[config.mk]
export PLATFORM = sky130hd
export DESIGN_NAME = systolic_feed_ctrl
export DESIGN_NICKNAME = d
export VERILOG_FILES = /design/src/rtl/systolic_pkg.sv /design/src/rtl/systolic_feed_ctrl_skew_line.sv /design/src/rtl/systolic_feed_ctrl.sv
export SDC_FILE = /design/constraint.sdc
export NUM_CORES = 1
export LEC_CHECK = 0
export CORE_UTILIZATION = 30
export DETAILED_ROUTE_END_ITERATION = 8
export GPL_ROUTABILITY_DRIVEN = 0
export GPL_TIMING_DRIVEN = 0
export PLACE_DENSITY_LB_ADDON = 0.05
export RECOVER_POWER = 50
export SLEW_MARGIN = 5
export SYNTH_ARGS = -nofsm -noshare
export SYNTH_HDL_FRONTEND = slang
export SYNTH_SLANG_ARGS = --single-unit
[constraint.sdc]
create_clock -name clk -period 3.9 [get_ports clk]
set_clock_uncertainty 0.15 [all_clocks]
set_input_delay 0.78 -clock clk [delete_from_list [all_inputs] [get_ports clk]]
set_output_delay 0.78 -clock clk [all_outputs]
set_load 0.02 [all_outputs]
[src/rtl/systolic_pkg.sv]
// Shared definitions for the systolic array feed sequencer: array geometry
// defaults, the sequencer state encoding and lane slicing helpers.
package systolic_pkg;

    localparam int SYS_N      = 8;
    localparam int SYS_DW     = 32;
    localparam int SYS_RD_LAT = 1;

    // Cycles after the last read until the last operand pair has been
    // accumulated in the far corner PE.
    function automatic int drain_cycles(input int rd_lat, input int n);
        return rd_lat + 2 * n - 1;
    endfunction

    localparam int DRAIN_CYC = drain_cycles(SYS_RD_LAT, SYS_N);

    // Low bit of lane `lane` inside a packed N*dw operand bus.
    function automatic int lane_lo(input int lane, input int dw);
        return lane * dw;
    endfunction

    typedef enum logic [2:0] {
        ST_IDLE  = 3'd0,
        ST_FLUSH = 3'd1,
        ST_LOAD  = 3'd2,
        ST_DRAIN = 3'd3,
        ST_WB    = 3'd4,
        ST_FIN   = 3'd5
    } state_t;

endpackage

[src/rtl/systolic_feed_ctrl_skew_line.sv]
// Zero-reset delay line used to skew one operand lane; DEPTH=0 is a wire.
module skew_line #(
    parameter int DEPTH = 0,
    parameter int DW    = 32
) (
    input  logic          clk,
    input  logic          rst_n,
    input  logic [DW-1:0] i_d,
    output logic [DW-1:0] o_q
);

    generate
        if (DEPTH == 0) begin : g_pass
            logic w_unused;
            assign w_unused = clk ^ rst_n;
            assign o_q      = i_d;
        end else begin : g_pipe
            logic [DW-1:0] r_stage [DEPTH];

            // Shift the lane one stage per clock; reset flushes to zero.
            always_ff @(posedge clk or negedge rst_n) begin
                if (!rst_n) begin
                    for (int s = 0; s < DEPTH; s++) r_stage[s] <= '0;
                end else begin
                    r_stage[0] <= i_d;
                    for (int s = 1; s < DEPTH; s++) r_stage[s] <= r_stage[s-1];
                end
            end

            assign o_q = r_stage[DEPTH-1];
        end
    endgenerate

endmodule

[src/rtl/systolic_feed_ctrl.sv]
// Feed sequencer for the NxN systolic matmul array: flushes the array,
// streams K operand columns/rows from the A and B BRAMs with per-lane skew,
// drains the pipeline, then requests writeback and reports completion.
//
// state | meaning
// IDLE  | waiting for start
// FLUSH | one cycle clearing PE accumulators and writer counter
// LOAD  | K cycles of BRAM reads, address = step counter
// DRAIN | D cycles letting the last operands reach PE(N-1,N-1)
// WB    | complete_matmul held until result_w_comp
// FIN   | one-cycle done (and err when K was 0)
module systolic_feed_ctrl
    import systolic_pkg::*;
#(
    parameter int N      = SYS_N,
    parameter int DW     = SYS_DW,
    parameter int AW     = 9,
    parameter int RD_LAT = SYS_RD_LAT
) (
    input  logic            clk,
    input  logic            rst_n,
    input  logic            start,
    input  logic [AW:0]     k_len,
    output logic            busy,
    output logic            done,
    output logic            err,
    output logic            a_rd_en,
    output logic [AW-1:0]   a_rd_addr,
    input  logic [N*DW-1:0] a_rd_data,
    output logic            b_rd_en,
    output logic [AW-1:0]   b_rd_addr,
    input  logic [N*DW-1:0] b_rd_data,
    output logic [N*DW-1:0] west_data,
    output logic [N*DW-1:0] north_data,
    output logic            arr_valid,
    output logic            arr_flush,
    output logic            complete_matmul,
    input  logic            result_w_comp
);

    localparam int D_CYC = drain_cycles(RD_LAT, N);
    localparam int CW    = AW + 1;

    state_t          r_state;
    logic            r_busy;
    logic            r_done;
    logic            r_err;
    logic            r_rd_en;
    logic            r_valid;
    logic            r_flush;
    logic            r_cmm;
    logic [AW-1:0]   r_addr;
    logic [AW:0]     r_cnt;
    logic [AW:0]     r_k;
    logic [RD_LAT-1:0] r_vld;

    logic [AW:0]     w_cnt_inc;
    logic            w_load_last;
    logic            w_drain_last;
    logic            w_cap_vld;
    logic [N*DW-1:0] w_a_cap;
    logic [N*DW-1:0] w_b_cap;
    logic [N*DW-1:0] w_west;
    logic [N*DW-1:0] w_north;

    assign w_cnt_inc    = r_cnt + 1'b1;
    assign w_load_last  = (r_cnt == (r_k - 1'b1));
    assign w_drain_last = (r_cnt == '0);

    // Sequencer: next state and all registered control outputs.
    always_ff @(posedge clk or negedge rst_n) begin
        if (!rst_n) begin
            r_state <= ST_IDLE;
            r_busy  <= 1'b0;
            r_done  <= 1'b0;
            r_err   <= 1'b0;
            r_rd_en <= 1'b0;
            r_valid <= 1'b0;
            r_flush <= 1'b0;
            r_cmm   <= 1'b0;
            r_addr  <= '0;
            r_cnt   <= '0;
            r_k     <= '0;
        end else begin
            r_done  <= 1'b0;
            r_err   <= 1'b0;
            r_flush <= 1'b0;
            case (r_state)
                ST_IDLE: begin
                    if (start) begin
                        r_busy <= 1'b1;
                        r_k    <= k_len;
                        if (k_len == '0) begin
                            // Empty job: skip the array entirely and report.
                            r_state <= ST_FIN;
                            r_done  <= 1'b1;
                            r_err   <= 1'b1;
                        end else begin
                            r_state <= ST_FLUSH;
                            r_flush <= 1'b1;
                        end
                    end
                end
                ST_FLUSH: begin
                    r_state <= ST_LOAD;
                    r_rd_en <= 1'b1;
                    r_valid <= 1'b1;
                    r_addr  <= '0;
                    r_cnt   <= '0;
                end
                ST_LOAD: begin
                    if (w_load_last) begin
                        r_state <= ST_DRAIN;
                        r_rd_en <= 1'b0;
                        r_addr  <= '0;
                        r_cnt   <= CW'(D_CYC - 1);
                    end else begin
                        r_cnt  <= w_cnt_inc;
                        r_addr <= w_cnt_inc[AW-1:0];
                    end
                end
                ST_DRAIN: begin
                    if (w_drain_last) begin
                        r_state <= ST_WB;
                        r_valid <= 1'b0;
                        r_cmm   <= 1'b1;
                    end else begin
                        r_cnt <= r_cnt - 1'b1;
                    end
                end
                ST_WB: begin
                    if (result_w_comp) begin
                        r_state <= ST_FIN;
                        r_cmm   <= 1'b0;
                        r_done  <= 1'b1;
                    end
                end
                ST_FIN: begin
                    r_state <= ST_IDLE;
                    r_busy  <= 1'b0;
                end
                default: begin
                    r_state <= ST_IDLE;
                    r_busy  <= 1'b0;
                    r_rd_en <= 1'b0;
                    r_valid <= 1'b0;
                    r_cmm   <= 1'b0;
                end
            endcase
        end
    end

    // Track which cycles carry returned BRAM data (RD_LAT after the enable).
    always_ff @(posedge clk or negedge rst_n) begin
        if (!rst_n) begin
            r_vld <= '0;
        end else begin
            r_vld[0] <= r_rd_en;
            for (int s = 1; s < RD_LAT; s++) r_vld[s] <= r_vld[s-1];
        end
    end

    // Capture is a zero mask on the BRAM outputs so idle cycles feed zeros
    // and lane 0 sees read data in the same cycle it returns.
    assign w_cap_vld = r_vld[RD_LAT-1];
    assign w_a_cap   = w_cap_vld ? a_rd_data : '0;
    assign w_b_cap   = w_cap_vld ? b_rd_data : '0;

    generate
        for (genvar g = 0; g < N; g++) begin : g_lane
            skew_line #(
                .DEPTH (g),
                .DW    (DW)
            ) u_west (
                .clk   (clk),
                .rst_n (rst_n),
                .i_d   (w_a_cap[lane_lo(g, DW) +: DW]),
                .o_q   (w_west[lane_lo(g, DW) +: DW])
            );

            skew_line #(
                .DEPTH (g),
                .DW    (DW)
            ) u_north (
                .clk   (clk),
                .rst_n (rst_n),
                .i_d   (w_b_cap[lane_lo(g, DW) +: DW]),
                .o_q   (w_north[lane_lo(g, DW) +: DW])
            );
        end
    endgenerate

    assign busy            = r_busy;
    assign done            = r_done;
    assign err             = r_err;
    assign a_rd_en         = r_rd_en;
    assign b_rd_en         = r_rd_en;
    assign a_rd_addr       = r_addr;
    assign b_rd_addr       = r_addr;
    assign west_data       = w_west;
    assign north_data      = w_north;
    assign arr_valid       = r_valid;
    assign arr_flush       = r_flush;
    assign complete_matmul = r_cmm;

endmodule

==> flow_metrics.env <==
export IMPL_run_status="finished, violations left"
export IMPL_failed_checks="negative hold slack, max-capacitance violations, max-slew violations"
export IMPL_finalHoldViolCount=121
export IMPL_viasPerCell=3.81
export IMPL_finalMaxSlewViolations=819
export IMPL_critical_path_required_ps=2970
export IMPL_postSynth_asyncResetShare=1.00
export IMPL_floorplan_die_width_um=425
export IMPL_clock_transition_at_the_register_clock_pins_on_the_worst_setup_and_hold_paths_after_cts_ps=60
export IMPL_cp_max_fo=10
export IMPL_cts_sinks=1832
export IMPL_synthesis_nets=3543
export IMPL_layout_cells_most_common="sky130_fd_sc_hd__dfrtp_1"
export IMPL_global_route_usage_total=0.152
export IMPL_report_power_total_mw=51.3
export IMPL_cts_root_to_sink_buffers=3
export IMPL_slew_headroom=-0.836
export IMPL_cellPowerDensity_nw_per_um2=692
export IMPL_route_final_wire_length_mm=136
export IMPL_floorplan_die_area_um2=180000
export IMPL_grt_antenna_before_repair=65
export IMPL_maxCapViolations=6
export IMPL_initialDrtViolationCount=1467
export IMPL_cts_buffers_inserted=194
export IMPL_edff_count_synth=0
export IMPL_holdBufCountCts=5
export IMPL_worst_r2r_setup_slack_ps=930
export IMPL_static_leakage_nw=33.2
export IMPL_cts_root_buffer_cell="sky130_fd_sc_hd__clkbuf_16"
export IMPL_rows=154
export IMPL_pin_count_of_the_biggest_net_entering_global_routing=174
export IMPL_vias=25900
export IMPL_h_tree_depth=4
export IMPL_clock_latency_ps=810
export IMPL_die_height_um=425
export IMPL_synth_main_ff_cell="sky130_fd_sc_hd__dfrtp_1"
export IMPL_tritoncts_clock_tree="built"
export IMPL_area_growth_syn_to_layout_pct=38.4
export IMPL_nNetsFinal=4821
export IMPL_crit_path_start_kind="register"
export IMPL_dpl_hpwl_mm=99.0
export IMPL_setup_repair_after_global_routing_missed_its_margin="false"
export IMPL_peakVddDrop_mv=0.379
export IMPL_post_synth_inst_count=3013
export IMPL_grt_pass1_wl_mm=194
export IMPL_worst_pin_slew_ps=2750
export IMPL_dr_pass1_iters=4
export IMPL_timing_fmax_mhz=267
export IMPL_synthDistinctLibCells=50
export IMPL_syn_area_per_cell_um2=17.8
export IMPL_setup_worst_path_end_class="output pin"
export IMPL_design_portCount=1064
export IMPL_antenna_left=0
export IMPL_initial_core_util=0.303
export IMPL_setup_worst_path_class="reg2out"
export IMPL_fin_hold_ws_ps=-135
export IMPL_worst_endpoint_arrival_ps=2820
export IMPL_nFillCells=16100
export IMPL_first_global_vias=27200
export IMPL_drive_gt1_frac=0.168
export IMPL_report_final_setup_viol=0
export IMPL_mostFrequentLayoutCells="sky130_fd_sc_hd__dfrtp_1, sky130_fd_sc_hd__clkdlybuf4s50_1, sky130_fd_sc_hd__and2_1"
export IMPL_portBuffers=1063
export IMPL_mappedNetlistArea_um2=53600
export IMPL_period_share=0.962
export IMPL_route_detailed_wl_per_inst_um=20.0
export IMPL_grt_remaining_overflow=0
export IMPL_sequential_area_share_after_synthesis=0.856
export IMPL_layout_min_cycle_time_ps=3750
export IMPL_warnings_from_yosys=0
export IMPL_worstHoldPathType="in2async"
export IMPL_post_route_drc_count=0
export IMPL_postSynthRegisterBits=1832
export IMPL_placeableCoreArea_um2=177000
## power breakdown
| part | internal (mW) | leakage (nW) | total (mW) | switching, mW |
|---|---|---|---|---|
| sequential | 22.6 | 21.9 | 23.6 | 1.05 |
| clock | 11.2 | 3.25 | 18.7 | 7.44 |
| combinational | 4.31 | 8.05 | 9.01 | 4.70 |
| total | 38.1 | 33.2 | 51.3 | 13.2 |
## flip-flops by register name, summed over array words and instances, names as in the netlist, 3 cells and up
register                       cells
a_rd_addr                          9
g_lane.u_north.g_pipe.r_stage    672
g_lane.u_north.o_q               224
g_lane.u_west.g_pipe.r_stage     672
g_lane.u_west.o_q                224
r_cnt                             10
r_k                               10
r_state                            3
## routing by layer
| metal | routed length [um] | share of wire | track usage |
|---|---|---|---|
| met5 | 90 | 0.00066 | 0 |
| met4 | 4360 | 0.032 | 0.0571 |
| met3 | 10300 | 0.076 | 0.0540 |
| met2 | 73200 | 0.54 | 0.270 |
| met1 | 48400 | 0.35 | 0.166 |
## layout make-up
cell class	instances	area [um2]	share of cell area
clock inverter	63	767	0.0103
antenna	15	37.5	0.000506
inverter	8	30.0	0.000405
timing repair buffer	1085	11000	0.148
clock buffer	298	5830	0.0787
sequential	1832	45800	0.619
tap	2340	2930	0.0395
buffer	464	3250	0.0438
multi-input combinational	706	4440	0.0600
## cells by family after synthesis
group	Yosys count	synth area share
flip-flops	1832	0.856
AO/OA/AOI/OAI	64	0.00738
buffers and inverters	475	0.0611
multiplexers	12	0.00245
XOR/XNOR	21	0.00343
adder cells (fa/ha/maj)	4	0.000934
AND/OR/NAND/NOR	605	0.0688
## stage by stage
stage	std cells	util	cell area (um2)	setup slack, ps	TNS, ps
6_report	6811	0.419	74100	149	0
5_1_grt	6805	0.419	74100	2.79	0
4_1_cts	6797	0.420	74300	10.5	0
3_5_place_dp	6429	0.382	67500	-784	-120460
3_3_place_gp	6416	0.380	67100	-82550	-
2_1_floorplan	3013	-	53600	1320	0
## cell usage after synthesis, types with 2 or more instances
master                     count  share of area
sky130_fd_sc_hd__a211o_1       2        0.00033
sky130_fd_sc_hd__a21o_1        2        0.00028
sky130_fd_sc_hd__a21oi_1      15         0.0014
sky130_fd_sc_hd__a22o_1        4        0.00065
sky130_fd_sc_hd__and2_1      513          0.060
sky130_fd_sc_hd__and3_1        4        0.00047
sky130_fd_sc_hd__buf_2         3        0.00028
sky130_fd_sc_hd__buf_4       394          0.055
sky130_fd_sc_hd__clkbuf_1     69         0.0048
sky130_fd_sc_hd__dfrtp_1    1832           0.86
sky130_fd_sc_hd__ha_1          4        0.00093
sky130_fd_sc_hd__inv_1         8        0.00056
sky130_fd_sc_hd__mux2_2        9         0.0019
sky130_fd_sc_hd__mux2i_1       3        0.00056
sky130_fd_sc_hd__nand2_1      25         0.0018
sky130_fd_sc_hd__nand3_1       9        0.00084
sky130_fd_sc_hd__nand4_1       3        0.00035
sky130_fd_sc_hd__nor2_1       20         0.0014
sky130_fd_sc_hd__nor3_1       10        0.00093
sky130_fd_sc_hd__nor3b_1       2        0.00028
sky130_fd_sc_hd__nor4_1        4        0.00047
sky130_fd_sc_hd__o21ai_0      25         0.0023
sky130_fd_sc_hd__o22ai_1       2        0.00023
sky130_fd_sc_hd__o31a_1        2        0.00033
sky130_fd_sc_hd__o31ai_1       3        0.00042
sky130_fd_sc_hd__or4_1         3        0.00042
sky130_fd_sc_hd__xnor2_1      11         0.0018
sky130_fd_sc_hd__xor2_1       10         0.0016
## critical path, stage by stage (launching register included)
cell and delay [ps]:
sky130_fd_sc_hd__dfrtp_4 480, sky130_fd_sc_hd__clkbuf_2 170, sky130_fd_sc_hd__buf_12 170, sky130_fd_sc_hd__clkbuf_2 240, sky130_fd_sc_hd__and2_1 250, sky130_fd_sc_hd__clkdlybuf4s50_1 630
## repair_timing
action | 4_1_cts | 5_1_grt
resized for setup | 10 | 0
hold endpoints to repair | 99 | 113
setup endpoints to repair | 64 | 2
buffers inserted | 4 | 0
## path summary, 6_finish.rpt
path | from | to | depth (start not counted)
worst max-delay path | r_vld$_DFF_PN0_ | north_data[19] | 5
worst min-delay path | rst_n | g_lane[5].u_north.o_q[16]$_DFF_PN0_ | 2
worst max register to register | r_cnt[3]$_DFFE_PN0P_ | r_cnt[8]$_DFFE_PN0P_ | 9
worst min register to register | g_lane[3].u_north.g_pipe.r_stage[69]$_DFF_PN0_ | g_lane[3].u_north.g_pipe.r_stage[37]$_DFF_PN0_ | 0
max in group asynchronous | rst_n | g_lane[3].u_west.g_pipe.r_stage[89]$_DFF_PN0_ | 6
min in group clk | g_lane[3].u_north.g_pipe.r_stage[69]$_DFF_PN0_ | g_lane[3].u_north.g_pipe.r_stage[37]$_DFF_PN0_ | 0
No activity file was read; power rests on OpenSTA's default activity.
